`src/rtl/ifid_stage_pkg.sv`:
```
// ifid_stage_pkg: shared CPU constants used by fetch/decode pipeline blocks.
//   NOP      - bubble encoding presented to decode
//   HALT_OP  - opcode field value (instr[15:11]) that stops fetch
//   ifidState_t - IF/ID register FSM state encoding
//   isHalt() - true when an instruction word carries the HALT opcode
package ifid_stage_pkg;

    localparam logic [15:0] NOP     = 16'h0800;
    localparam logic [4:0]  HALT_OP = 5'b00000;

    typedef enum logic [1:0] {
        RUN    = 2'd0,
        HOLD   = 2'd1,
        HALTED = 2'd2
    } ifidState_t;

    function automatic logic isHalt(input logic [15:0] word);
        return word[15:11] == HALT_OP;
    endfunction

endpackage

```
`src/rtl/dff.sv`:
```
// dff: codebase flop primitive, async active-high reset to a parameterised value.
//   clk - clock, rst - async reset (active-high), d - next value, q - stored value
module dff #(
    parameter int           W  = 1,
    parameter logic [W-1:0] RV = '0
) (
    input  logic         clk,
    input  logic         rst,
    input  logic [W-1:0] d,
    output logic [W-1:0] q
);

    always_ff @(posedge clk or posedge rst) begin
        if (rst) q <= RV;
        else     q <= d;
    end

endmodule

```
`src/rtl/sat_counter8.sv`:
```
// sat_counter8: 8-bit up counter that sticks at 8'hFF; cleared only by reset.
//   clk - clock, rst - async reset (active-high), inc - count this edge, count - value
module sat_counter8 (
    input  logic       clk,
    input  logic       rst,
    input  logic       inc,
    output logic [7:0] count
);

    logic [7:0] countNext;

    assign countNext = (inc && count != 8'hFF) ? count + 8'd1 : count;

    dff #(.W(8), .RV(8'h00)) countReg (
        .clk(clk),
        .rst(rst),
        .d  (countNext),
        .q  (count)
    );

endmodule

```
`src/rtl/ifid_stage.sv`:
```
// ifid_stage: IF/ID pipeline register with stall/flush/halt control.
//   clk        - clock
//   rst        - async reset, active-low
//   instr, PC  - fetched instruction and its PC+2
//   fetchValid - instr/PC are valid this cycle
//   stall      - hold request from decode
//   flush      - squash from execute (taken branch/jump)
//   instrOut, PCOut, validOut - register contents presented to decode
//   pcWrite    - fetch may advance its PC
//   halted     - FSM is in HALTED
//   stallCount - saturating count of stalled edges
module ifid_stage
    import ifid_stage_pkg::*;
(
    input  logic        clk,
    input  logic        rst,
    input  logic [15:0] instr,
    input  logic [15:0] PC,
    input  logic        fetchValid,
    input  logic        stall,
    input  logic        flush,
    output logic [15:0] instrOut,
    output logic [15:0] PCOut,
    output logic        validOut,
    output logic        pcWrite,
    output logic        halted,
    output logic [7:0]  stallCount
);

    // The flop primitive resets on a high level; adapt the active-low port.
    logic rstHigh;
    assign rstHigh = ~rst;

    ifidState_t  state, stateNext;
    logic [1:0]  stateQ;
    logic [15:0] instrNext, pcNext;
    logic        validNext;

    assign state = ifidState_t'(stateQ);

    always_comb begin
        stateNext = state;
        instrNext = instrOut;
        pcNext    = PCOut;
        validNext = validOut;
        if (flush) begin
            instrNext = NOP;
            pcNext    = 16'h0000;
            validNext = 1'b0;
            stateNext = RUN;
        end else if (stall) begin
            stateNext = (state == HALTED) ? HALTED : HOLD;
        end else if (state == HALTED) begin
            // Replaces the captured HALT with a bubble, then keeps reloading it.
            instrNext = NOP;
            validNext = 1'b0;
        end else if (fetchValid) begin
            instrNext = instr;
            pcNext    = PC;
            validNext = 1'b1;
            stateNext = isHalt(instr) ? HALTED : RUN;
        end else begin
            instrNext = NOP;
            validNext = 1'b0;
            stateNext = RUN;
        end
    end

    dff #(.W(2), .RV(RUN)) stateReg (
        .clk(clk),
        .rst(rstHigh),
        .d  (stateNext),
        .q  (stateQ)
    );

    dff #(.W(33), .RV({NOP, 16'h0000, 1'b0})) pipeReg (
        .clk(clk),
        .rst(rstHigh),
        .d  ({instrNext, pcNext, validNext}),
        .q  ({instrOut, PCOut, validOut})
    );

    // Flush wins over a simultaneous stall, so that edge is not counted.
    sat_counter8 stallCounter (
        .clk  (clk),
        .rst  (rstHigh),
        .inc  (stall && !flush),
        .count(stallCount)
    );

    assign pcWrite = !stall && (state != HALTED || flush);
    assign halted  = (state == HALTED);

endmodule

```
`config.mk`:
```
export PLATFORM = sky130hd
export DESIGN_NAME = ifid_stage
export DESIGN_NICKNAME = d
export VERILOG_FILES = /design/src/rtl/ifid_stage_pkg.sv /design/src/rtl/dff.sv /design/src/rtl/sat_counter8.sv /design/src/rtl/ifid_stage.sv
export SDC_FILE = /design/constraint.sdc
export NUM_CORES = 1
export LEC_CHECK = 0
export ABC_AREA = 1
export BUFFER_PORTS_ARGS = -buffer_cell sky130_fd_sc_hd__clkbuf_2
export CORE_ASPECT_RATIO = 1.25
export CORE_MARGIN = 5
export CORE_UTILIZATION = 47
export DETAILED_ROUTE_END_ITERATION = 12
export PLACE_DENSITY = 0.84
export SLEW_MARGIN = 20
export SYNTH_ARGS = -nofsm -noshare
export SYNTH_HDL_FRONTEND = slang
export SYNTH_SLANG_ARGS = --single-unit
```
`constraint.sdc`:
```
create_clock -name clk -period 1.9 [get_ports clk]
set_clock_uncertainty 0.15 [all_clocks]
set_input_delay 0.38 -clock clk [delete_from_list [all_inputs] [get_ports clk]]
set_output_delay 0.38 -clock clk [all_outputs]
set_load 0.005 [all_outputs]
```
=== Yosys cells after proc, flatten, opt, wreduce, memory -nomap -nowiden ===
Cells that the tools add are included.

* Word-level logic and storage cells: 38
* Output and inout bits: 43
* Bits in registers: 43
* Input port bits: 37

* Equal/unequal tests: 6
* Muxes and demuxes: 18
* Add/subtract/negate cells: 1
* Reductions and logical operators: 9

{| class="wikitable"
|+ Operators by type and width
! kind !! number
|-
| $mux 16 || 8
|-
| $mux 2 || 6
|-
| $add 8x1->8 const B || 1
|-
| $ne 8x8->1 const B || 1
|-
| $logic_not 5->1 || 1
|-
| $mux 1 || 4
|-
| $ne 2x2->1 const B || 2
|-
| $logic_and 1x1->1 || 3
|-
| $ne 3x3->1 const B || 1
|-
| $reduce_and 3->1 || 1
|-
| $eq 2x2->1 const B || 1
|-
| $logic_not 1->1 || 2
|-
| $ne 2x1->1 const B || 1
|-
| $reduce_bool 2->1 || 1
|-
| $logic_or 1x1->1 || 1
|}

=== Logic depth before layout (Yosys ltp) ===
* Depth in word-level cells: 6
* Mapped depth: 8
* Gate-level depth less buffers: 8

=== Hierarchy ===
Synthesis repeated with hierarchy kept, for this count alone.

* Cells, all modules: 270
* Area, all modules: 2,143.3 µm²

{| class="wikitable"
|+ Modules (own cells, without submodules)
! module !! seq. area each (µm²) !! area each (µm²) !! cells an instance !! times used
|-
| dff at pipeReg || 827.0 || 830.8 || 34 || 1
|-
| ifid_stage || 0.0 || 752.0 || 163 || 1
|-
| sat_counter8 || 0.0 || 302.8 || 61 || 1
|-
| dff at stallCounter.countReg || 200.2 || 203.9 || 9 || 1
|-
| dff at stateReg || 50.0 || 53.8 || 3 || 1
|}

=== Worst setup path before layout ===
OpenSTA, ideal clock, no wires.

* Kind: reg-to-reg
* Start: reg stallCounter.countReg.q[0]
* End: reg stallCounter.countReg.q[3]
* Library setup time: 0.116 ns
* Arrival: 1.122 ns
* Period minus slack after synthesis: 1.389 ns
* Cell stages (with the launch flop): 9
* Slack: 0.511 ns
* Path buffers: 0
* Required time: 1.634 ns
* Cell sequence: dfrtp_1 > ha_1 > nand3_1 > inv_1 > nand2_1 > nand2_2 > inv_2 > nand2_1 > nand2_1

* Longest elaborated chain between the ends: 2
* Elaborated cells on any way between the ends: 3
* Classes of those cells: add/sub (1); eq/ne (1); reduce/logical (1)

{| class="wikitable"
|+ RTL lines
! item !! line !! source
|-
| from (decl) || dff.sv:10 || <nowiki>output logic [W-1:0] q</nowiki>
|-
| from (signal assigned) || dff.sv:14 || <nowiki>if (rst) q <= RV;</nowiki>
|-
| from (signal assigned) || dff.sv:15 || <nowiki>else q <= d;</nowiki>
|-
| branches (longest 2 deep; another with $add 8x1->8) || -- ||
|}

Parallel ways; which one is timed is not known.
A chain may end at the register's enable or synchronous reset.

=== Worst setup path in the final report ===
* Start: reg stateReg.q[0]
* End: out pcWrite

* Longest elaborated chain between the ends: 3

{| class="wikitable"
|+ RTL lines
! item !! line !! source
|-
| from (decl) || dff.sv:10 ||
|-
| from (signal assigned) || dff.sv:14 ||
|-
| from (signal assigned) || dff.sv:15 ||
|-
| $ne 2x2->1 || ifid_stage.sv:91 || <nowiki>assign pcWrite = !stall && (state != HALTED || flush);</nowiki>
|-
| $logic_or 1x1->1 || ifid_stage.sv:91 ||
|-
| $logic_and 1x1->1 || ifid_stage.sv:91 ||
|-
| to (decl) || ifid_stage.sv:25 || <nowiki>output logic pcWrite,</nowiki>
|}

No other way between the ends.

==> impl_metrics.env <==
export IMPL_synth_area_per_cell_um2=8.513
export IMPL_outcome="completed"
export IMPL_seqPwrFrac_pct=54.5
export IMPL_grt_pass1_vias=1677
export IMPL_yosysSeqAreaShare_pct=57.79
export IMPL_hold_class="in -> reg"
export IMPL_yosys_warnings=0
export IMPL_most_common_layout_cells="110 x nand2_1, 79 x clkbuf_2, 42 x dfrtp_1"
export IMPL_final_nets=341
export IMPL_core_mm2=0.003816
export IMPL_track_usage_pct=18.40
export IMPL_vdd_ir_drop_max_mv=0.4235
export IMPL_syn_to_final_growth_pct=29.40
export IMPL_fin_setup_tns_ns=0
export IMPL_cts_root_buffer="clkbuf_8"
export IMPL_cts_tree="done"
export IMPL_drv_slew=0
export IMPL_clock_sinks=43
export IMPL_clk_path_buf_depth=2
export IMPL_ant_nets=0
export IMPL_period_share_pct=91.80
export IMPL_dp_cells=349
export IMPL_fmax_ghz=0.5733
export IMPL_swShare_pct=26.80
export IMPL_hold_viol=0
export IMPL_path_class="reg -> out"
export IMPL_worst_setup_path_end_kind="primary output"
export IMPL_fillCellCount=374
export IMPL_initial_utilization_pct=48.85
export IMPL_p_leak_nw=1.439
export IMPL_ys_types=22
export IMPL_ios=80
export IMPL_grt_max_degree=29
export IMPL_synthCells=219
export IMPL_power_density_mw_per_mm2=801.4
export IMPL_power_share_clock_pct=30.4
export IMPL_clock_latency_ns=0.29
export IMPL_netlist_area_mm2=0.001864
export IMPL_h_tree_depth=2
export IMPL_clk_pin_slew_ns=0.08
export IMPL_required_ns=1.37
export IMPL_rsz0062_at_grt="no"
export IMPL_dieArea_mm2=0.005334
export IMPL_fin_crit_ns=1.744
export IMPL_firstDrtPassIters=4
export IMPL_cp_max_fo=3
export IMPL_intPower_mw=1.415
export IMPL_grt_overflow=0
export IMPL_p_comb_share_pct=15.1
export IMPL_stdcell_area_mm2=0.002412
export IMPL_place_area_mm2=0.002311
export IMPL_drtIter0Drc=79
export IMPL_diodes=0
export IMPL_r2r_slack_ns=0.36
export IMPL_dp_final_hpwl_um=3309
export IMPL_tightest_slew_ns=0.5424
export IMPL_finalNonFillerCells=358
export IMPL_std_cell_rows=25
export IMPL_port_buffers=79
export IMPL_drc=0
export IMPL_ys_ff_latch=43
export IMPL_die_w_um=66.33
export IMPL_wirelength_um=4392
export IMPL_antenna_found_initial=0
export IMPL_syn_nets=257
export IMPL_grt_pass1_wl_um=7438
export IMPL_numCtsBuffers=5
export IMPL_layout_commonest_cell="nand2_1"
export IMPL_gp_congestion=0.7345
export IMPL_max_cap_viol_count=0
export IMPL_start_kind="flop"
export IMPL_wl_per_cell_um=12.27
export IMPL_dieHeight_um=80.42
export IMPL_p_sw_mw=0.5181
export IMPL_cp_arrival_ns=1.21
export IMPL_vias_per_cell=4.684
export IMPL_maxSlewHeadroom_pct=63.84
export IMPL_drive_above_1_share_pct=32.24
export IMPL_setup_viol=0
export IMPL_via_count=1677
==> registers in the layout, summed over array words and instances, names as in the netlist <==
name                     flops
stateReg.q                   2
stallCounter.countReg.q      8
pipeReg.q                   33
==> kinds of logic (layout without fill, tap and decap cells) <==
kind of cell / Yosys count / after routing / share of synthesized area [%]
compound gates: 6 / 6 / 1.812
simple gates: 144 / 144 / 32.08
xor+xnor: 3 / 3 / 1.410
fa+ha+maj: 1 / 1 / 0.6710
buf+inv: 22 / 107 / 6.242
flops: 43 / 43 / 57.79
==> final cells by class <==
type                       instances  area, um2  area share (%)
clock buffer                       7      86.33           3.579
tap                               54      67.56           2.801
sequential                        43       1077           44.66
timing repair buffer              83      440.4           18.26
multi-input combinational        154      670.6           27.80
inverter                          16      65.06           2.697
clock inverter                     1      5.005          0.2075
==> final timing paths <==
path / to / start / cells after the start
max in group asynchronous: stateReg.q[1]$_DFFE_PN0P_ / rst / 3
min reg2reg: pipeReg.q[21]$_DFFE_PN0P_ / pipeReg.q[21]$_DFFE_PN0P_ / 2
min in group asynchronous: stallCounter.countReg.q[0]$_DFFE_PN0P_ / rst / 2
max reg2reg: stallCounter.countReg.q[7]$_DFFE_PN0P_ / stallCounter.countReg.q[0]$_DFFE_PN0P_ / 8
min: pipeReg.q[2]$_DFFE_PN0P_ / PC[1] / 3
max: pcWrite / stateReg.q[0]$_DFFE_PN0P_ / 7
==> cells in the mapped netlist <==
master / number / area, um2
o21ai_0: 5 / 25.02
buf_6: 3 / 33.78
clkinv_1: 1 / 3.750
nand2_1: 110 / 412.9
o22a_1: 1 / 8.760
ha_1: 1 / 12.51
xor2_1: 1 / 8.760
inv_2: 1 / 3.750
dfstp_2: 1 / 26.28
xnor2_1: 2 / 17.52
nand3_1: 20 / 100.1
nand3_2: 1 / 10.01
buf_4: 1 / 7.510
nand4_1: 2 / 12.51
inv_6: 1 / 8.760
dfrtp_1: 42 / 1051
buf_2: 2 / 10.01
nor2_2: 2 / 12.51
inv_1: 13 / 48.80
nor2_1: 7 / 26.28
nand3_4: 1 / 17.52
nand2_2: 1 / 6.260
==> metal layers <==
metal	wire (um)	vias up	global-route usage (%)
met1	1792	778	19.71
met2	2220	50	33.07
li1	-	840	-
met4	104	0	7.520
met5	0	-	0
met3	274	9	5.455
==> power groups by stage <==
stage          sequential (mW)  combinational, mW  clock [mW]
2_1_floorplan             1.07              0.137           0
3_3_place_gp              1.07              0.289           0
3_5_place_dp              1.07              0.298           0
4_1_cts                   1.05              0.300       0.610
5_1_grt                   1.06              0.333       0.660
6_report                  1.05              0.292       0.587
==> per-stage QoR <==
step	hold slack (ns)	util, %	power [mW]	setup WS [ns]
2_1_floorplan	-0.06559	-	1.204	0.5115
3_3_place_gp	0.2341	60.56	1.358	0.3944
3_5_place_dp	0.2393	60.56	1.369	0.3653
4_1_cts	0.1125	63.21	1.964	0.08768
5_1_grt	0.1119	63.21	2.057	0.03848
6_report	0.1242	63.21	1.933	0.1558
==> timing repair <==
action,in CTS,in global routing
gates resized for setup,0,1
hold buffers,1,0
setup endpoints to repair,0,1
endpoints found under the hold margin,18,0
buffers inserted,0,0
==> worst max-delay path: stages, from the launching register on <==
cell and delay (ns):
dfrtp_1 0.36, inv_1 0.05, nand2_1 0.12, inv_2 0.11
nand2_1 0.07, nand2_1 0.06, inv_1 0.04, clkbuf_2 0.10
Note: power is estimated with default switching activity, not from simulation.
